`src/rtl/mips_pkg.sv`:
```
// Shared types for the MEM stage: memory-op encoding, FSM states and address helpers.
package mips_pkg;

    localparam int XLEN_DEFAULT = 32;

    typedef enum logic [3:0] {
        OP_NONE = 4'd0,
        OP_LB   = 4'd1,
        OP_LBU  = 4'd2,
        OP_LH   = 4'd3,
        OP_LHU  = 4'd4,
        OP_LW   = 4'd5,
        OP_SB   = 4'd6,
        OP_SH   = 4'd7,
        OP_SW   = 4'd8
    } mem_op_e;

    typedef enum logic {
        ST_IDLE   = 1'b0,
        ST_ACCESS = 1'b1
    } state_e;

    function automatic logic is_store(input mem_op_e op);
        return (op == OP_SB) || (op == OP_SH) || (op == OP_SW);
    endfunction

    // Low address bits that are meaningful for an access of this size.
    function automatic logic [1:0] size_mask(input mem_op_e op);
        case (op)
            OP_LH, OP_LHU, OP_SH: return 2'b10;
            OP_LW, OP_SW:         return 2'b00;
            default:              return 2'b11;
        endcase
    endfunction

    function automatic logic misaligned(input mem_op_e op, input logic [1:0] a);
        return (a & ~size_mask(op)) != 2'b00;
    endfunction

    function automatic logic [3:0] byte_enables(input mem_op_e op, input logic [1:0] a);
        case (op)
            OP_LB, OP_LBU, OP_SB: return 4'b0001 << a;
            OP_LH, OP_LHU, OP_SH: return 4'b0011 << {a[1], 1'b0};
            OP_LW, OP_SW:         return 4'b1111;
            default:              return 4'b0000;
        endcase
    endfunction

endpackage

```
`src/rtl/mem_stage_if.sv`:
```
// EX-side, data-memory and write-back signals of the MEM stage; master is the stage itself.
interface mem_stage_if #(parameter int XLEN = mips_pkg::XLEN_DEFAULT) ();
    import mips_pkg::*;

    logic            ex_valid;
    logic            ex_ready;
    logic [XLEN-1:0] ex_alu_out;
    logic [XLEN-1:0] ex_store_data;
    mem_op_e         ex_mem_op;
    logic [4:0]      ex_rd;
    logic            ex_reg_write;

    logic            dmem_req;
    logic            dmem_we;
    logic [XLEN-1:0] dmem_addr;
    logic [XLEN-1:0] dmem_wdata;
    logic [3:0]      dmem_be;
    logic            dmem_ack;
    logic [XLEN-1:0] dmem_rdata;

    logic            wb_valid;
    logic [4:0]      wb_rd;
    logic            wb_reg_write;
    logic [XLEN-1:0] wb_data;
    logic            bus_err;

    modport master (
        input  ex_valid, ex_alu_out, ex_store_data, ex_mem_op, ex_rd, ex_reg_write,
        input  dmem_ack, dmem_rdata,
        output ex_ready, dmem_req, dmem_we, dmem_addr, dmem_wdata, dmem_be,
        output wb_valid, wb_rd, wb_reg_write, wb_data, bus_err
    );

    modport slave (
        output ex_valid, ex_alu_out, ex_store_data, ex_mem_op, ex_rd, ex_reg_write,
        output dmem_ack, dmem_rdata,
        input  ex_ready, dmem_req, dmem_we, dmem_addr, dmem_wdata, dmem_be,
        input  wb_valid, wb_rd, wb_reg_write, wb_data, bus_err
    );

endinterface

```
`src/rtl/mem_stage_load_align.sv`:
```
// Load lane select and sign/zero extension (little-endian lanes).
module load_align
    import mips_pkg::*;
#(
    parameter int XLEN = XLEN_DEFAULT
) (
    input  logic [XLEN-1:0] rdata_i,
    input  logic [1:0]      addr_i,
    input  mem_op_e         op_i,
    output logic [XLEN-1:0] data_o
);

    logic [7:0]  byteSel;
    logic [15:0] halfSel;

    always_comb begin
        byteSel = rdata_i[{addr_i, 3'b000} +: 8];
        halfSel = rdata_i[{addr_i[1], 4'b0000} +: 16];
        data_o  = rdata_i;
        case (op_i)
            OP_LB:   data_o = {{(XLEN-8){byteSel[7]}}, byteSel};
            OP_LBU:  data_o = {{(XLEN-8){1'b0}}, byteSel};
            OP_LH:   data_o = {{(XLEN-16){halfSel[15]}}, halfSel};
            OP_LHU:  data_o = {{(XLEN-16){1'b0}}, halfSel};
            default: data_o = rdata_i;
        endcase
    end

endmodule

```
`src/rtl/mem_stage.sv`:
```
// MEM pipeline stage: IDLE/ACCESS bus FSM with ack timeout and one-cycle write-back pulses.
// Optional MEM_MISALIGN_TRAP_EN traps misaligned halves/words instead of masking the low bits.
module mem_stage
    import mips_pkg::*;
#(
    parameter int TIMEOUT = 16,
    parameter int XLEN    = XLEN_DEFAULT
) (
    input logic         clk,
    input logic         reset,
    mem_stage_if.master bus
`ifdef MEM_MISALIGN_TRAP_EN
    ,
    output logic        misalign_exc
`endif
);

    localparam int CW = $clog2(TIMEOUT + 1);

    state_e          state_q, state_d;
    mem_op_e         op_q, op_d;
    logic [XLEN-1:0] addr_q, addr_d, wdata_q, wdata_d, wb_data_q, wb_data_d;
    logic [3:0]      be_q, be_d;
    logic [4:0]      rd_q, rd_d, wb_rd_q, wb_rd_d;
    logic            we_q, we_d, rw_q, rw_d;
    logic            wb_valid_q, wb_valid_d, wb_rw_q, wb_rw_d, bus_err_q, bus_err_d;
    logic [CW-1:0]   cnt_q, cnt_d;
    logic [XLEN-1:0] loadData, effAddr, repData;
    logic            req;
`ifdef MEM_MISALIGN_TRAP_EN
    logic            mis_q, mis_d;
    assign misalign_exc = mis_q;
`endif

    load_align #(.XLEN(XLEN)) u_load_align (
        .rdata_i (bus.dmem_rdata),
        .addr_i  (addr_q[1:0]),
        .op_i    (op_q),
        .data_o  (loadData)
    );

    assign req             = (state_q == ST_ACCESS);
    assign bus.ex_ready    = (state_q == ST_IDLE);
    assign bus.dmem_req    = req;
    assign bus.dmem_we     = req & we_q;
    assign bus.dmem_be     = req ? be_q : 4'b0000;
    assign bus.dmem_addr   = {addr_q[XLEN-1:2], 2'b00};
    assign bus.dmem_wdata  = wdata_q;
    assign bus.wb_valid    = wb_valid_q;
    assign bus.wb_rd       = wb_rd_q;
    assign bus.wb_reg_write = wb_rw_q;
    assign bus.wb_data     = wb_data_q;
    assign bus.bus_err     = bus_err_q;

    // Sub-word stores replicate the lane so the byte enables alone pick the target bytes.
    always_comb begin
        effAddr = {bus.ex_alu_out[XLEN-1:2], bus.ex_alu_out[1:0] & size_mask(bus.ex_mem_op)};
        case (bus.ex_mem_op)
            OP_SB:   repData = {(XLEN/8){bus.ex_store_data[7:0]}};
            OP_SH:   repData = {(XLEN/16){bus.ex_store_data[15:0]}};
            default: repData = bus.ex_store_data;
        endcase
    end

    always_comb begin
        state_d    = state_q;
        op_d       = op_q;
        addr_d     = addr_q;
        wdata_d    = wdata_q;
        be_d       = be_q;
        we_d       = we_q;
        rd_d       = rd_q;
        rw_d       = rw_q;
        cnt_d      = cnt_q;
        wb_valid_d = 1'b0;
        wb_rw_d    = 1'b0;
        wb_rd_d    = wb_rd_q;
        wb_data_d  = wb_data_q;
        bus_err_d  = 1'b0;
`ifdef MEM_MISALIGN_TRAP_EN
        mis_d      = 1'b0;
`endif
        unique case (state_q)
            ST_IDLE: begin
                if (bus.ex_valid) begin
                    if (bus.ex_mem_op == OP_NONE) begin
                        wb_valid_d = 1'b1;
                        wb_data_d  = bus.ex_alu_out;
                        wb_rd_d    = bus.ex_rd;
                        wb_rw_d    = bus.ex_reg_write && (bus.ex_rd != 5'd0);
                    end
`ifdef MEM_MISALIGN_TRAP_EN
                    else if (misaligned(bus.ex_mem_op, bus.ex_alu_out[1:0])) begin
                        wb_valid_d = 1'b1;
                        wb_rd_d    = bus.ex_rd;
                        mis_d      = 1'b1;
                    end
`endif
                    else begin
                        state_d = ST_ACCESS;
                        op_d    = bus.ex_mem_op;
                        addr_d  = effAddr;
                        we_d    = is_store(bus.ex_mem_op);
                        be_d    = byte_enables(bus.ex_mem_op, effAddr[1:0]);
                        wdata_d = repData;
                        rd_d    = bus.ex_rd;
                        rw_d    = bus.ex_reg_write && !is_store(bus.ex_mem_op) && (bus.ex_rd != 5'd0);
                        cnt_d   = '0;
                    end
                end
            end
            ST_ACCESS: begin
                // An ack on the last allowed cycle still wins over the timeout.
                if (bus.dmem_ack) begin
                    state_d    = ST_IDLE;
                    wb_valid_d = 1'b1;
                    wb_rd_d    = rd_q;
                    wb_rw_d    = rw_q;
                    if (!we_q) wb_data_d = loadData;
                end else if (cnt_q == CW'(TIMEOUT - 1)) begin
                    state_d    = ST_IDLE;
                    wb_valid_d = 1'b1;
                    wb_rd_d    = rd_q;
                    bus_err_d  = 1'b1;
                end else begin
                    cnt_d = cnt_q + CW'(1);
                end
            end
            default: state_d = ST_IDLE;
        endcase
    end

    always_ff @(posedge clk) begin
        if (reset) begin
            state_q    <= ST_IDLE;
            op_q       <= OP_NONE;
            addr_q     <= '0;
            wdata_q    <= '0;
            be_q       <= '0;
            we_q       <= 1'b0;
            rd_q       <= '0;
            rw_q       <= 1'b0;
            cnt_q      <= '0;
            wb_valid_q <= 1'b0;
            wb_rw_q    <= 1'b0;
            wb_rd_q    <= '0;
            wb_data_q  <= '0;
            bus_err_q  <= 1'b0;
`ifdef MEM_MISALIGN_TRAP_EN
            mis_q      <= 1'b0;
`endif
        end else begin
            state_q    <= state_d;
            op_q       <= op_d;
            addr_q     <= addr_d;
            wdata_q    <= wdata_d;
            be_q       <= be_d;
            we_q       <= we_d;
            rd_q       <= rd_d;
            rw_q       <= rw_d;
            cnt_q      <= cnt_d;
            wb_valid_q <= wb_valid_d;
            wb_rw_q    <= wb_rw_d;
            wb_rd_q    <= wb_rd_d;
            wb_data_q  <= wb_data_d;
            bus_err_q  <= bus_err_d;
`ifdef MEM_MISALIGN_TRAP_EN
            mis_q      <= mis_d;
`endif
        end
    end

endmodule

```
`src/flat_wrapper.sv`:
```
// flat-port wrapper written by rule: the top's interface ports become plain ports
module mem_stage_flat import mips_pkg::*;
#(
    parameter int TIMEOUT = 16,
    parameter int XLEN    = XLEN_DEFAULT
)
  (clk, reset, bus_ex_valid, bus_ex_alu_out, bus_ex_store_data, bus_ex_mem_op, bus_ex_rd, bus_ex_reg_write, bus_dmem_ack, bus_dmem_rdata, bus_ex_ready, bus_dmem_req, bus_dmem_we, bus_dmem_addr, bus_dmem_wdata, bus_dmem_be, bus_wb_valid, bus_wb_rd, bus_wb_reg_write, bus_wb_data, bus_bus_err);
  mem_stage_if #(.XLEN(XLEN)) bus_i ();
  input logic clk;
  input logic reset;
  input wire logic [$bits(bus_i.ex_valid)-1:0] bus_ex_valid;
  input wire logic [$bits(bus_i.ex_alu_out)-1:0] bus_ex_alu_out;
  input wire logic [$bits(bus_i.ex_store_data)-1:0] bus_ex_store_data;
  input wire logic [$bits(bus_i.ex_mem_op)-1:0] bus_ex_mem_op;
  input wire logic [$bits(bus_i.ex_rd)-1:0] bus_ex_rd;
  input wire logic [$bits(bus_i.ex_reg_write)-1:0] bus_ex_reg_write;
  input wire logic [$bits(bus_i.dmem_ack)-1:0] bus_dmem_ack;
  input wire logic [$bits(bus_i.dmem_rdata)-1:0] bus_dmem_rdata;
  output wire logic [$bits(bus_i.ex_ready)-1:0] bus_ex_ready;
  output wire logic [$bits(bus_i.dmem_req)-1:0] bus_dmem_req;
  output wire logic [$bits(bus_i.dmem_we)-1:0] bus_dmem_we;
  output wire logic [$bits(bus_i.dmem_addr)-1:0] bus_dmem_addr;
  output wire logic [$bits(bus_i.dmem_wdata)-1:0] bus_dmem_wdata;
  output wire logic [$bits(bus_i.dmem_be)-1:0] bus_dmem_be;
  output wire logic [$bits(bus_i.wb_valid)-1:0] bus_wb_valid;
  output wire logic [$bits(bus_i.wb_rd)-1:0] bus_wb_rd;
  output wire logic [$bits(bus_i.wb_reg_write)-1:0] bus_wb_reg_write;
  output wire logic [$bits(bus_i.wb_data)-1:0] bus_wb_data;
  output wire logic [$bits(bus_i.bus_err)-1:0] bus_bus_err;
  assign bus_i.ex_valid = bus_ex_valid;
  assign bus_i.ex_alu_out = bus_ex_alu_out;
  assign bus_i.ex_store_data = bus_ex_store_data;
  assign bus_i.ex_mem_op = bus_ex_mem_op;
  assign bus_i.ex_rd = bus_ex_rd;
  assign bus_i.ex_reg_write = bus_ex_reg_write;
  assign bus_i.dmem_ack = bus_dmem_ack;
  assign bus_i.dmem_rdata = bus_dmem_rdata;
  assign bus_ex_ready = bus_i.ex_ready;
  assign bus_dmem_req = bus_i.dmem_req;
  assign bus_dmem_we = bus_i.dmem_we;
  assign bus_dmem_addr = bus_i.dmem_addr;
  assign bus_dmem_wdata = bus_i.dmem_wdata;
  assign bus_dmem_be = bus_i.dmem_be;
  assign bus_wb_valid = bus_i.wb_valid;
  assign bus_wb_rd = bus_i.wb_rd;
  assign bus_wb_reg_write = bus_i.wb_reg_write;
  assign bus_wb_data = bus_i.wb_data;
  assign bus_bus_err = bus_i.bus_err;
  mem_stage #(.TIMEOUT(TIMEOUT), .XLEN(XLEN)) u_core (.clk(clk), .reset(reset), .bus(bus_i));
endmodule
```
`config.mk`:
```
export PLATFORM = sky130hd
export DESIGN_NAME = mem_stage_flat
export DESIGN_NICKNAME = d
export VERILOG_FILES = /design/src/rtl/mips_pkg.sv /design/src/rtl/mem_stage_if.sv /design/src/rtl/mem_stage_load_align.sv /design/src/rtl/mem_stage.sv /design/src/flat_wrapper.sv
export SDC_FILE = /design/constraint.sdc
export NUM_CORES = 1
export LEC_CHECK = 0
export CORE_UTILIZATION = 35
export DETAILED_ROUTE_END_ITERATION = 16
export GPL_ROUTABILITY_DRIVEN = 0
export SLEW_MARGIN = 10
export SYNTH_ARGS = -nofsm -noshare
export SYNTH_HDL_FRONTEND = slang
export SYNTH_HIERARCHICAL = 1
export SYNTH_SLANG_ARGS = --single-unit
```
`constraint.sdc`:
```
create_clock -name clk -period 2.6 [get_ports clk]
set_clock_uncertainty 0.15 [all_clocks]
set_input_delay 0.78 -clock clk [delete_from_list [all_inputs] [get_ports clk]]
set_output_delay 0.78 -clock clk [all_outputs]
set_load 0.01 [all_outputs]
```
# Word-level counts from Yosys, hierarchy flattened

Index checks and enable logic that the tools add are counted.

Register bits: 125
Latch bits: 0
Memory bits (writable): 0
Memory bits (read-only): 0
Output and inout port bits: 111
Memories: 0

Add/sub/neg operators: 1
$mul: 0
Divide/modulo/power cells: 0
$lt $le $gt $ge: 0
Equality and inequality tests: 21
Shifts and indexed selects: 4
Muxes and demuxes: 34
Bitwise logic cells: 4
Reductions and logical operators: 16

Operators by type and width:

| cell                                                 | number |
|---|---|
| 2-to-1 mux 32 bit                                    | 4 |
| case mux 32 bit (2 select lines)                     | 2 |
| case mux 32 bit (4 select lines)                     | 1 |
| 2-to-1 mux 5 bit                                     | 8 |
| indexed part select 32 x 6 -> 16 bit                 | 1 |
| indexed part select 32 x 6 -> 8 bit                  | 1 |
| equality test 4 x 3 -> 1 bit (second input constant) | 5 |
| case mux 5 bit (2 select lines)                      | 2 |
| equality test 4 x 2 -> 1 bit (second input constant) | 4 |
| != test 2 bit (second input constant)                | 6 |
| case mux 4 bit (3 select lines)                      | 1 |
| 2-to-1 mux 1 bit                                     | 11 |
| OR reduction 3 bit                                   | 3 |
| equality test 4 x 1 -> 1 bit (second input constant) | 2 |
| AND reduction 4 bit                                  | 2 |
| case mux 1 bit (2 select lines)                      | 3 |
| AND reduction 3 bit                                  | 2 |
| adder 5 x 1 -> 5 bit (second input constant)         | 1 |
| equality test 5 x 4 -> 1 bit (second input constant) | 1 |
| nonzero test 5 bit                                   | 1 |
| equality test 4 bit (second input constant)          | 1 |
| zero test 4 bit                                      | 1 |
| 2-to-1 mux 4 bit                                     | 1 |
| case mux 2 bit (2 select lines)                      | 1 |
| other kinds (11)                                     | 15 |

# Depth between registers and ports, before layout

Depth in word-level cells: 6
Depth in mapped cells: 9
Gate-level depth less buffers: 7

# Cells and area by module

The synthesis kept the hierarchy.

Modules (own cells, without submodules):

| module     | times used | cells each | area each (um^2) | seq. area each (um^2) |
|---|---|---|---|---|
| mem_stage  | 1          | 654        | 5686.7           | 2502.4 |
| load_align | 1          | 84         | 701.9            | 0.0 |

# Least setup slack after synthesis

No wires, ideal clock.

Path type: input-to-reg
Start: input bus_ex_mem_op[3]
End: register u_core.wb_data_q[21], in the netlist u_core/bus.wb_data[21]
Setup time: 0.146 ns
Arrival time: 2.128 ns
Required time: 2.304 ns
Setup slack: 0.176 ns
Stages on the path: 5
Path buffers: 2
Path through: buf_2 -> or4_4 -> o22ai_4 -> buf_4 -> a211oi_2

Cells in the longest elaborated chain, start to end: 3

RTL lines:

| element                          | line               | text |
|---|---|---|
| start, declared                  | flat_wrapper.sv:14 | `input wire logic [$bits(bus_i.ex_mem_op)-1:0] bus_ex_mem_op;` |
| zero test 4 bit                  | mem_stage.sv:86    | `if (bus.ex_mem_op == OP_NONE) begin` |
| != test 2 x 1 -> 1 bit (no line) | n/a                |  |
| AND reduction 4 bit (no line)    | n/a                |  |
| end signal, assigned             | mem_stage.sv:165   | `wb_data_q <= wb_data_d;` |
| end, declared                    | mem_stage.sv:22    | `logic [XLEN-1:0] addr_q, addr_d, wdata_q, wdata_d, wb_data_q, wb_data_d;` |

No other way between the ends.
A chain may end at the register's enable or synchronous reset.

# Final worst setup path

Start: input bus_dmem_rdata[31]
End: register u_core.wb_data_q[15], in the netlist u_core/bus.wb_data[15]

Cells in the longest elaborated chain, start to end: 5
Elaborated cells on any way between the ends: 6
Classes of those cells: 2 x shift; 4 x mux

RTL lines:

| element                                                                                            | line                                                   | text |
|---|---|---|
| start, declared                                                                                    | flat_wrapper.sv:18                                     | `input wire logic [$bits(bus_i.dmem_rdata)-1:0] bus_dmem_rdata;` |
| indexed part select 32 x 6 -> 16 bit / indexed part select 32 x 6 -> 8 bit (equally long branches) | mem_stage_load_align.sv:18, mem_stage_load_align.sv:17 |  |
| case mux 32 bit (4 select lines) (*)                                                               | mem_stage_load_align.sv:20                             | `case (op_i)` |
| via u_core.loadData[15]                                                                            | mem_stage.sv:28                                        | `logic [XLEN-1:0] loadData, effAddr, repData;` |
| 2-to-1 mux 32 bit (*)                                                                              | mem_stage.sv:119                                       | `if (!we_q) wb_data_d = loadData;` |
| 2-to-1 mux 32 bit (*)                                                                              | mem_stage.sv:114                                       | `if (bus.dmem_ack) begin` |
| case mux 32 bit (2 select lines) (*)                                                               | mem_stage.sv:83                                        | `unique case (state_q)` |

The timed path passes the listed nets; every way through them passes the cells marked *. The select of a mux whose other input is x is not followed.

==> summary.md <==
| Metric | Value |
|---|---|
| Pin count of the biggest net entering global routing | `58` |
| Io pins | `between 200 and 250` |
| Fin area | `0.00957 sq mm` |
| Fin crit period | `around 2500 ps` |
| Area contributors post-synth | `dfxtp_1, mux2i_1, nand2_1, a211oi_2, a21oi_1` |
| Final #Nets | `~1100` |
| Sw Share | `25.7%` |
| Diode count | `0` |
| Clk_lat worst skew | `~420 ps` |
| Fraction of the cycle the final worst path needs | `between 90% and 100%` |
| Crit start category | `primary input` |
| Clk pwr share | `44.6%` |
| Max layer used | `met4` |
| First-pass GRT wire length | `31300 microns` |
| Most used flip-flop cell after synthesis | `dfxtp_1` |
| CTS max path bufs | `2` |
| Hold depth | `2` |
| Number of global-route vias before repair | `between 5000 and 6000` |
| Synth top area share | `39.2%` |
| Normalized max-slew margin | `roughly half` |
| Width of the die | `137 microns` |
| ANT nets after route | `0` |
| Power Total | `a little over 6 mW` |
| PortBufs | `around 220` |
| Clk root buf | `clkbuf_16` |
| Gr ovfl total | `0` |
| Worst setup EP type | `register` |
| Die area | `between 0.015 and 0.02 sq mm` |
| Worst-Margin Slew | `725 ps` |
| Post-DP HPWL | `about 15000 microns` |
| Vias post-DR | `6022` |
| Commonest non-fill, non-tap cell in the layout | `clkdlybuf4s50_1` |
| Max Slew Vio Count | `0` |
| Core area | `approximately 0.018 sq mm` |
| CTS tree | `yes` |
| Fmax | `between 400 and 500 MHz` |
| Reg power frac | `between 30 and 40%` |
| CTS H-tree lvls | `4` |
| Initial antenna violation count | `0` |
| Sink Count | `~130` |
| Cell Rows | `49` |
| Post-synthesis cell type count | `60` |
| CP max stage cell | `mux4_2` |
| Post-synth ARST share | `0%` |
| Hold_buf cts | `0` |
| DP Area | `around 0.0089 sq mm` |
| WL/cell | `between 15 and 20 microns` |
| Final Hold Viols | `0` |
| Most frequent cells in the layout | `clkdlybuf4s50_1, dfxtp_1, nand2_1, nor2_1, a21oi_1` |
| Internal Power | `about 4.6 mW` |
| Ratio of cells with drive above 1 in the final layout | `about 16%` |
| RSZ-0062 raised after global routing | `no` |
| CP Max Fanout | `8` |
| Die Y-Extent | `~140 microns` |
| Worst-path cell chain | `clkdlybuf4s50_1 -> mux4_2 -> nor3b_2 -> buf_4 -> a211o_1 -> mux2i_1 -> a211oi_2` |
| Biggest area consumer among synthesized cells | `dfxtp_1` |
| Hold Slack | `303 ps` |
| Sequential-to-total area share from yosys stat | `39.2%` |
| Status | `complete, no violations` |
| Clock-pin slew on the worst setup and hold paths | `approximately 60 ps` |
| Reg2reg end | `u_core/bus.wb_data[29]$_SDFFE_PP0P_` |
| Crit Reg-Reg Startpoint | `u_core/op_q[0]$_SDFFE_PP0P_` |
| DRC | `0` |
| Logic pwr share | `20.8%` |
| Worst hold-check path type | `register to register` |
| Initial Util | `a little over a third` |
| Worst Hold End | `u_core/bus.dmem_wdata[25]$_SDFFE_PP0P_` |
| Post-Syn Instances | `between 700 and 800` |
| Cts bufs inserted | `17` |
| Met2 WL | `around 9500 microns` |
| Total Routed Length | `slightly above 20000 microns` |
| NetSw | `roughly 1.6 mW` |
| Pwr/cell area | `~640 mW/mm^2` |
| Leakage | `approximately 3.6 nW` |
| Met3 wire length | `between 2000 and 2500 microns` |
| Vias per cell | `roughly 5.1` |
| Critical Path AT | `~2600 ps` |
| Cells on worst reg2reg path | `6` |
| Synthesis-stage register bit count | `around 130` |
| Synth Cell Area | `approximately 0.0064 sq mm` |
| Worst path required time | `2740 ps` |
| CP peak stage delay | `530 ps` |
| M1 WL | `between 8000 and 9000 microns` |
| Hold Crit Start | `u_core/bus.dmem_wdata[25]$_SDFFE_PP0P_` |
| Synth-to-layout area growth | `49.9%` |
| Pre-Repair DR Iteration Count | `4` |
| Final setup vio count | `0` |
| Flop2flop setup slack | `300 ps` |
| Final core utilization | `a little over half` |
| Max IR drop VDD | `~0.00047 V` |
| Setup CP Type | `primary input to register` |
| Global Route Usage Sum | `22.1%` |
| Number of synthesized flops with an enable pin | `0` |
| Mean Syn Cell Area | `between 8 and 9 sq um` |
| Total of max-cap violations | `0` |
| Starting DRT DRC Count | `273` |
| Ys Warns | `6` |
## how the worst max path moves through the flow
stage          cells after the start                                   to                            from
2_1_floorplan                      5  u_core/bus.wb_data[21]$_SDFFE_PP0P_                bus_ex_mem_op[3]
6_report                           7  u_core/bus.wb_data[15]$_SDFFE_PP0P_              bus_dmem_rdata[31]
3_3_place_gp                       7  u_core/bus.wb_data[17]$_SDFFE_PP0P_              bus_dmem_rdata[15]
4_1_cts                            2                       bus_dmem_be[2]  u_core/bus.dmem_req$_SDFF_PP0_
5_1_grt                            2                       bus_dmem_be[2]  u_core/bus.dmem_req$_SDFF_PP0_
3_5_place_dp                       7  u_core/bus.wb_data[23]$_SDFFE_PP0P_              bus_dmem_rdata[15]
## sequential cells by signal (all words and copies together), names as in the netlist
signal                   flops
u_core/we_q                  1
u_core/bus.dmem_req          1
u_core/bus.wb_data          32
u_core/bus.wb_rd             5
u_core/rw_q                  1
u_core/bus.wb_reg_write      1
u_core/cnt_q                 5
u_core/bus.wb_valid          1
u_core/addr_q               32
u_core/rd_q                  5
u_core/bus.bus_err           1
u_core/op_q                  4
u_core/be_q                  4
u_core/bus.dmem_wdata       32
## through the flow
step	TNS [ps]	worst slack (ps)	std cells
2_1_floorplan	0	176	739
3_3_place_gp	-20600	-371	1154
3_5_place_dp	-21370	-370	1154
4_1_cts	0	27.6	1186
5_1_grt	0	76.6	1187
6_report	0	112	1187
## what timing repair did
item,CTS,global route
setup buffers,0,1
gates resized for setup,0,1
setup endpoints to repair,0,19
## power groups by stage
stage	clock [mW]	sequential (mW)	combinational (mW)
after detailed placement	0	2.17	1.27
final	2.73	2.12	1.27
after CTS	2.80	2.13	1.28
after global routing	2.88	2.14	1.38
after global placement	0	2.16	1.27
after floorplan	0	2.19	0.639
## per-layer routing
layer | up-vias | global-route usage (%)
li1 | 2988 | -
met1 | 2760 | 27.2
met2 | 243 | 34.8
met3 | 31 | 7.74
met4 | 0 | 9.16
met5 | - | 0
## critical path: cells and delay by family
kind / cells / cell delay, ps
buf+inv: 2 / 610
mux: 2 / 700
compound gates: 2 / 360
simple gates: 1 / 180
## cell usage after synthesis, types with 3 or more instances
master,n
a211o_1,3
inv_1,6
buf_6,6
nor2b_1,3
o21ai_1,7
o211ai_1,11
buf_4,37
buf_1,6
nor3_1,11
o221a_2,5
mux2_2,7
nor2_1,73
a21o_1,16
dfxtp_1,125
a32oi_1,7
a221o_1,9
or3_1,3
o21ai_0,6
a211oi_1,20
a211oi_2,28
buf_2,18
clkbuf_1,27
nand3_1,4
a21oi_1,69
mux2i_1,65
and2_1,6
nand2_1,121
## cell type report
class / count / area [sq um]
Clock buffer: 21 / 460
Clock inverter: 11 / 213
Fill cell: 1643 / 8330
Inverter: 6 / 22.5
Multi-Input combinational cell: 513 / 3310
Sequential cell: 125 / 2510
Tap cell: 229 / 287
Timing Repair Buffer: 282 / 2770
## logic make-up after synthesis
kind of cell               count (synthesis)  share of synthesized area (%)
muxes                                     73                           11.8
and+or+nand+nor                          241                           16.2
xor gates and xnor gates                   1                          0.137
DFF                                      125                           39.2
buffers and inverters                    101                           9.19
adders and majority gates                  2                          0.392
other                                      1                         0.0587
AOI/OAI and AO/OA                        194                           23.1
No activity file was read; power rests on OpenSTA's default activity.
